[src/rtl/ad9866_pkg.sv]
// ad9866_pkg: shared definitions for the AD9866 serial-port sequencer.
//   - frame field positions of the 16-bit serial word {rnw, 2'b00, addr, data}
//   - sequencer state encoding (also visible on the top-level debug port)
//   - register init table, one 13-bit {addr[4:0], data[7:0]} word per entry
//   - make_frame(): builds a serial word from its fields
package ad9866_pkg;

  localparam int FRAME_BITS = 16;
  localparam int RNW_BIT    = 15;
  localparam int ADDR_MSB   = 12;
  localparam int ADDR_LSB   = 8;
  localparam int INIT_MAX   = 32;

  typedef enum logic [2:0] {
    ST_RST_HOLD  = 3'd0,
    ST_RST_WAIT  = 3'd1,
    ST_INIT_LOAD = 3'd2,
    ST_SHIFT     = 3'd3,
    ST_GAP       = 3'd4,
    ST_IDLE      = 3'd5
  } state_t;

  // Only the first INIT_LEN entries are replayed; the rest pad the table
  // to the largest supported length.
  localparam logic [12:0] AD9866_INIT [INIT_MAX] = '{
    13'h0084, 13'h0121, 13'h0436, 13'h0500,
    13'h0601, 13'h0700, 13'h0880, 13'h0920,
    13'h0A00, 13'h0B00, 13'h0C41, 13'h0D00,
    13'h0E81, 13'h0F00, 13'h1000, 13'h1100,
    13'h1200, 13'h1300, 13'h1400, 13'h1501,
    13'h0000, 13'h0000, 13'h0000, 13'h0000,
    13'h0000, 13'h0000, 13'h0000, 13'h0000,
    13'h0000, 13'h0000, 13'h0000, 13'h0000
  };

  // Reads carry an all-zero data field; the chip drives SDO instead.
  function automatic logic [FRAME_BITS-1:0] make_frame(input logic       rnw,
                                                       input logic [4:0] addr,
                                                       input logic [7:0] data);
    logic [FRAME_BITS-1:0] f;
    f                    = '0;
    f[RNW_BIT]           = rnw;
    f[ADDR_MSB:ADDR_LSB] = addr;
    f[7:0]               = rnw ? 8'h00 : data;
    return f;
  endfunction

endpackage

[src/rtl/ad9866_init_rom.sv]
// ad9866_init_rom: registered lookup of the init table.
//   clk   in   clock
//   addr  in   5-bit table index
//   data  out  13-bit {addr, data} entry, one cycle after addr
module ad9866_init_rom
  import ad9866_pkg::*;
(
  input  logic        clk,
  input  logic [4:0]  addr,
  output logic [12:0] data
);

  always_ff @(posedge clk) begin
    data <= AD9866_INIT[addr];
  end

endmodule

[src/rtl/ad9866_spi_ctrl.sv]
// ad9866_spi_ctrl: AD9866 serial-port configuration sequencer.
// After reset it holds the chip in reset, waits, replays the init table and
// then serves single register reads/writes from the host.
//   IF_clk, IF_rst         clock, synchronous active-high reset
//   req_valid/req_ready    host request handshake
//   req_rnw/addr/wdata     request fields (wdata ignored on reads)
//   rd_valid, rd_data      read result pulse and held read data
//   init_done, busy        status
//   ad9866_*               chip pins (rst_n, sclk, sdio, sdo, sen_n)
//   dbg_state              current sequencer state (state_t encoding)
//
// Handshake: a request transfers on a rising edge where req_valid and
// req_ready are both high. req_ready is high only in IDLE and drops the
// cycle after a transfer; the host must hold valid and all fields stable
// until the transfer edge. Requests made while busy are stalled, never lost.
module ad9866_spi_ctrl
  import ad9866_pkg::*;
#(
  parameter int CLK_DIV    = 8,
  parameter int RST_CYCLES = 1024,
  parameter int INIT_LEN   = 20
) (
  input  logic       IF_clk,
  input  logic       IF_rst,
  input  logic       req_valid,
  output logic       req_ready,
  input  logic       req_rnw,
  input  logic [4:0] req_addr,
  input  logic [7:0] req_wdata,
  output logic       rd_valid,
  output logic [7:0] rd_data,
  output logic       init_done,
  output logic       busy,
  output logic       ad9866_rst_n,
  output logic       ad9866_sclk,
  output logic       ad9866_sdio,
  input  logic       ad9866_sdo,
  output logic       ad9866_sen_n,
  output logic [2:0] dbg_state
);

  localparam int              RW       = (RST_CYCLES > 1) ? $clog2(RST_CYCLES) : 1;
  localparam logic [RW-1:0]   RST_LAST = RW'(RST_CYCLES - 1);
  localparam logic [7:0]      DIV_LAST = 8'(CLK_DIV - 1);
  localparam logic [4:0]      IDX_LAST = 5'(INIT_LEN - 1);

  state_t                state;
  logic [RW-1:0]         rst_cnt;
  logic [7:0]            div_cnt;
  logic [3:0]            bit_cnt;
  logic [4:0]            idx;
  logic [FRAME_BITS-1:0] shreg;
  logic                  frame_rnw;
  logic [7:0]            rd_shift;
  logic [4:0]            rom_addr;
  logic [12:0]           rom_data;
  logic                  div_end;
  logic                  accept;

  assign div_end      = (div_cnt == DIV_LAST);
  assign accept       = req_valid && req_ready;
  assign req_ready    = (state == ST_IDLE);
  assign busy         = (state != ST_IDLE);
  assign ad9866_sdio  = shreg[FRAME_BITS-1];
  assign dbg_state    = state;

  // The ROM is addressed with the index the next cycle will hold, so the
  // entry is already registered when INIT_LOAD needs it.
  always_comb begin
    rom_addr = idx;
    if (state == ST_GAP && div_end && !init_done && idx != IDX_LAST)
      rom_addr = idx + 5'd1;
  end

  ad9866_init_rom u_rom (
    .clk  (IF_clk),
    .addr (rom_addr),
    .data (rom_data)
  );

  always_ff @(posedge IF_clk) begin
    if (IF_rst) begin
      state        <= ST_RST_HOLD;
      rst_cnt      <= '0;
      div_cnt      <= '0;
      bit_cnt      <= '0;
      idx          <= '0;
      shreg        <= '0;
      frame_rnw    <= 1'b0;
      rd_shift     <= '0;
      rd_valid     <= 1'b0;
      rd_data      <= '0;
      init_done    <= 1'b0;
      ad9866_rst_n <= 1'b0;
      ad9866_sen_n <= 1'b1;
      ad9866_sclk  <= 1'b0;
    end else begin
      rd_valid <= 1'b0;
      case (state)
        ST_RST_HOLD: begin
          if (rst_cnt == RST_LAST) begin
            rst_cnt      <= '0;
            ad9866_rst_n <= 1'b1;
            state        <= ST_RST_WAIT;
          end else begin
            rst_cnt <= rst_cnt + RW'(1);
          end
        end

        ST_RST_WAIT: begin
          if (rst_cnt == RST_LAST) begin
            rst_cnt <= '0;
            idx     <= '0;
            state   <= ST_INIT_LOAD;
          end else begin
            rst_cnt <= rst_cnt + RW'(1);
          end
        end

        // First bit goes out on the same edge that drops sen_n.
        ST_INIT_LOAD: begin
          shreg        <= make_frame(1'b0, rom_data[12:8], rom_data[7:0]);
          frame_rnw    <= 1'b0;
          ad9866_sen_n <= 1'b0;
          ad9866_sclk  <= 1'b0;
          div_cnt      <= '0;
          bit_cnt      <= '0;
          state        <= ST_SHIFT;
        end

        // Each bit: CLK_DIV cycles low then CLK_DIV cycles high. The data
        // shifts when sclk falls, keeping sdio stable around the rise.
        ST_SHIFT: begin
          if (div_end) begin
            div_cnt <= '0;
            if (!ad9866_sclk) begin
              ad9866_sclk <= 1'b1;
            end else begin
              // Last high cycle of a data-phase bit: capture SDO.
              if (frame_rnw && bit_cnt[3])
                rd_shift <= {rd_shift[6:0], ad9866_sdo};
              ad9866_sclk <= 1'b0;
              shreg       <= {shreg[FRAME_BITS-2:0], 1'b0};
              if (bit_cnt == 4'd15) begin
                ad9866_sen_n <= 1'b1;
                state        <= ST_GAP;
              end else begin
                bit_cnt <= bit_cnt + 4'd1;
              end
            end
          end else begin
            div_cnt <= div_cnt + 8'd1;
          end
        end

        ST_GAP: begin
          if (div_end) begin
            div_cnt <= '0;
            if (!init_done) begin
              if (idx == IDX_LAST) begin
                init_done <= 1'b1;
                state     <= ST_IDLE;
              end else begin
                idx   <= idx + 5'd1;
                state <= ST_INIT_LOAD;
              end
            end else begin
              if (frame_rnw) begin
                rd_valid <= 1'b1;
                rd_data  <= rd_shift;
              end
              state <= ST_IDLE;
            end
          end else begin
            div_cnt <= div_cnt + 8'd1;
          end
        end

        ST_IDLE: begin
          if (accept) begin
            shreg        <= make_frame(req_rnw, req_addr, req_wdata);
            frame_rnw    <= req_rnw;
            ad9866_sen_n <= 1'b0;
            ad9866_sclk  <= 1'b0;
            div_cnt      <= '0;
            bit_cnt      <= '0;
            state        <= ST_SHIFT;
          end
        end

        default: state <= ST_RST_HOLD;
      endcase
    end
  end

endmodule

[config.mk]
export PLATFORM = sky130hd
export DESIGN_NAME = ad9866_spi_ctrl
export DESIGN_NICKNAME = d
export VERILOG_FILES = /design/src/rtl/ad9866_pkg.sv /design/src/rtl/ad9866_init_rom.sv /design/src/rtl/ad9866_spi_ctrl.sv
export SDC_FILE = /design/constraint.sdc
export NUM_CORES = 1
export LEC_CHECK = 0
export ABC_AREA = 1
export CAP_MARGIN = 20
export CELL_PAD_IN_SITES_DETAIL_PLACEMENT = 1
export CELL_PAD_IN_SITES_GLOBAL_PLACEMENT = 1
export CORE_ASPECT_RATIO = 0.5
export CORE_MARGIN = 5
export CORE_UTILIZATION = 30
export DETAILED_ROUTE_END_ITERATION = 10
export PLACE_DENSITY_LB_ADDON = 0.08
export SLEW_MARGIN = 20
export SYNTH_ARGS = -nofsm -noshare
export SYNTH_HDL_FRONTEND = slang
export SYNTH_SLANG_ARGS = --single-unit
[constraint.sdc]
create_clock -name IF_clk -period 3.3 [get_ports IF_clk]
set_input_delay 0.495 -clock IF_clk [delete_from_list [all_inputs] [get_ports IF_clk]]
set_output_delay 0.495 -clock IF_clk [all_outputs]
set_load 0.005 [all_outputs]
==> key figures <==
CTS
  – Clock latency reported for the late side of the worst-skew pair: 0.34 ns
  – Clock slew at reported path FFs: 0.06 ns
  – Number of H-tree levels: 3
  – Number of buffers added by the clock tree synthesis step: 9
  – Post-cts hold buffer count: 0
  – Resize count post-CTS: 0
  – Post-CTS Setup Bufs: 0
  – Sink count of the clock tree: 79
  – TritonCTS clock tree: built
  – Bufs on Longest Clock Path: 2
  – Cell at the root of the clock tree: clkbuf_16

Pwr
  – Internal Power: about 1600 uW
  – Maximum vdd ir drop: roughly 0.18 mV
  – Net switching power: about 430 uW
  – Switching share of power: 0.216
  – Logic pwr share: 0.026
  – Clock share of power: 0.494
  – Leakage power: approximately 0.0018 uW
  – Total power per unit cell area: 441 nW/um^2
  – Relative contribution of sequential cells to total power: 0.479

Detailed routing
  – Initial DRT Pass Iterations: 4
  – Post-DR wirelength/cell: 14.6 um
  – Vias per cell: roughly 4.8
  – DRC viols: 0
  – Number of DRC markers after the initial detailed-route iteration: 145
  – Final antenna-violating net count: 0
  – Total routed wirelength: 10.6 mm
  – Via count: around 3500

Worst setup path
  – Worst endpoint data arrival time: 2.00 ns
  – Crit path capture type: output port
  – Critical path origin: dbg_state[0]$_SDFFE_PP0P_
  – Number of cells on the worst reg-to-reg path: 9
  – Worst endpoint required time: 2.80 ns
  – Capturing point of the worst reg2reg path: shreg[13]$_SDFFE_PP0P_
  – Cell at the slowest stage of the critical path: dfxtp_1
  – Nature of the critical path startpoint: flip-flop
  – Register-to-Register Setup Slack: 0.93 ns
  – Worst R2R Start: div_cnt[0]$_SDFFE_PP0P_
  – Peak fanout along the critical path: 15
  – Worst setup path endpoint: req_ready
  – Stage delay of the slowest cell on the critical path: 0.56 ns
  – Type of the worst setup path: reg2out
  – Series of cell instances along the critical path: nand3_2 -> inv_1 -> buf_4 -> clkdlybuf4s50_1

STA
  – Largest clock skew in the final design: ~0.0046 ns
  – Setup tns final: 0 ns
  – RSZ-0062 raised after global routing: false
  – Finish-stage setup viols: 0
  – Hold Violations, Final: 0
  – Actual slew at the worst max-slew pin: between 0.5 and 0.6 ns
  – Time the final worst path needs with I/O delays and setup: 2.49 ns
  – Achievable frequency: ~400 MHz
  – Crit share post-route: 0.755
  – Tightest hold margin: roughly 0.45 ns
  – Pins Over Slew Limit: 0
  – Worst relative slew slack: 0.621

Hold path
  – Min-Delay Path Class: reg2reg

Global routing
  – Initial antenna violation count: 0
  – Total global routing overflow: 0
  – Maximum number of pins on one net before global-route repair: 23
  – Vias in the first global route: 3648
  – Global-route wire length before repair: 18.5 mm
  – Total routing usage reported by global routing: 0.155

Cells and area
  – Final layout net count: between 500 and 600
  – Count of fill cells added during filler insertion: roughly 1500
  – Antenna diode count: 0
  – Ratio of cells with drive above 1 in the final layout: 0.0856
  – Area grow syn2layout: 22.1%

Logic synthesis
  – Leading post-synthesis cells by cell area: dfxtp_1 43%, nand2_1 9.7%, nor2_1 7.9%, a21oi_1 5.8%, o21ai_0 5.7%
  – Yosys warning count: 0
  – Part of the Yosys area used for sequential elements: 0.425
  – Count of flip-flops with a built-in enable after synthesis: 0
  – Most area-hungry cell type in the Yosys netlist: dfxtp_1
  – Number of distinct library cell variants in the gate-level netlist after synthesis: 40
  – Mean instance size in the synthesized netlist: 7.17 sq um
  – Most frequent cell after synthesis: nand2_1
  – Commonest cells post-synth: 96 x nand2_1, 79 x dfxtp_1, 78 x nor2_1, 43 x a21oi_1, 42 x o21ai_0
  – Proportion of netlist area held by the largest area contributor: 0.425
  – Async S/R FF share, synth: 0
  – Flip-flop and latch count after synthesis: around 80
  – Cell count after synthesis: between 500 and 600
  – Area of the mapped netlist: approximately 3700 sq um
  – Syn Nets: 543
  – Most used flip-flop cell after synthesis: dfxtp_1

Floorplan
  – Top-level I/O count: 37
  – Core area: ~12000 sq um
  – Initial core utilization: 0.310
  – Chip Height: 88.7 um
  – Die area: 14900 sq um
  – Die outline width: ~170 um
  – Count of standard-cell rows: 28

Placement
  – DP Wirelength: 7.79 mm
  – Port bufs: 36
  – Routability Congestion: 0.829

Outcome
  – Status: finished clean

Flow run
  – Max-cap viol count: 0
## layer usage
metal  global-route usage  wire, um
met5                    0         0
met4               0.0353        94
met1                0.209      5610
met2                0.246      4490
met3               0.0464       390
## power groups by stage
stage | registers, uW | logic (uW) | clock network, uW
after floorplan | 980 | 21.3 | 0
after global placement | 980 | 53.8 | 0
after detailed placement | 980 | 54.3 | 0
after CTS | 959 | 54.8 | 1030
after global routing | 959 | 59.4 | 1070
final | 959 | 53.0 | 990
## state kept, by name, indices dropped and copies added, names as in the netlist, 4 cells and up
| register | cells |
|---|---|
| rd_data | 8 |
| shreg | 16 |
| u_rom.data | 11 |
| bit_cnt | 4 |
| rst_cnt | 10 |
| div_cnt | 8 |
| rd_shift | 8 |
| idx | 5 |
## worst min-delay path by stage
stage,start,to,slack [ns],cells past startpoint
after global placement,rd_shift[7]$_SDFFE_PP0P_,rd_shift[7]$_SDFFE_PP0P_,0.44,2
after detailed placement,rd_shift[7]$_SDFFE_PP0P_,rd_shift[7]$_SDFFE_PP0P_,0.45,2
after global routing,rd_shift[7]$_SDFFE_PP0P_,rd_shift[7]$_SDFFE_PP0P_,0.48,2
after floorplan,rd_shift[7]$_SDFFE_PP0P_,rd_shift[7]$_SDFFE_PP0P_,0.42,2
final,rd_shift[7]$_SDFFE_PP0P_,rd_shift[7]$_SDFFE_PP0P_,0.45,2
after CTS,rd_shift[7]$_SDFFE_PP0P_,rd_shift[7]$_SDFFE_PP0P_,0.46,2
## layout by cell type, fill, tap and decap left out, types with 2 or more instances in the layout
cell type / Yosys / routed
o21ai_1: 9 / 9
inv_2: 9 / 9
clkinvlp_4: 0 / 2
a211oi_1: 2 / 2
clkbuf_16: 0 / 9
dfxtp_1: 79 / 79
nor3_1: 10 / 10
clkdlybuf4s50_1: 0 / 36
nand3_1: 36 / 36
a31oi_1: 2 / 2
ha_1: 6 / 6
clkbuf_1: 6 / 2
xor2_1: 6 / 6
buf_4: 2 / 5
nand3_2: 3 / 3
inv_1: 40 / 40
nor2_2: 4 / 4
a21oi_1: 43 / 43
a221oi_1: 2 / 2
nand4_1: 9 / 9
clkinv_1: 2 / 2
o211ai_1: 3 / 3
nor2_1: 78 / 78
nand2_2: 2 / 2
o21ai_0: 42 / 42
nand2_1: 96 / 96
nor3b_1: 3 / 3
nor2_4: 4 / 4
## logic make-up after synthesis
logic type,Yosys count,share of synthesized area
flip-flops,79,0.425
AND/OR/NAND/NOR,252,0.307
AO/OA/AOI/OAI,109,0.160
buffers and inverters,66,0.0710
adder cells (fa/ha/maj),6,0.0202
XOR/XNOR,7,0.0165
## worst max-delay path, delay by kind of cell, from the launching register on
family / cells / cell delay (ns)
buf+inv: 3 / 0.84
flops: 1 / 0.56
simple gates: 1 / 0.25
## per-stage QoR
stage | setup WS, ns | instance area (sq um) | std cells | power, uW | util
finish | 0.809 | 4540 | 726 | 2000 | 0.379
detailed placement | 0.919 | 4250 | 710 | 1030 | 0.355
global route | 0.646 | 4540 | 726 | 2090 | 0.379
floorplan | 1.57 | 3720 | 519 | 1000 | -
CTS | 0.782 | 4540 | 726 | 2040 | 0.379
global placement | 1.01 | 4250 | 710 | 1030 | 0.355
## cell type report
cell class                      count  area [sq um]  share of cell area
Clock buffer                       11           233              0.0512
Clock inverter                      5          58.8              0.0129
Inverter                           51           191              0.0421
Multi-Input combinational cell    374          1870               0.413
Sequential cell                    79          1580               0.348
Tap cell                          165           206              0.0454
Timing Repair Buffer               41           398              0.0876
(Power assumes the default switching activity.)
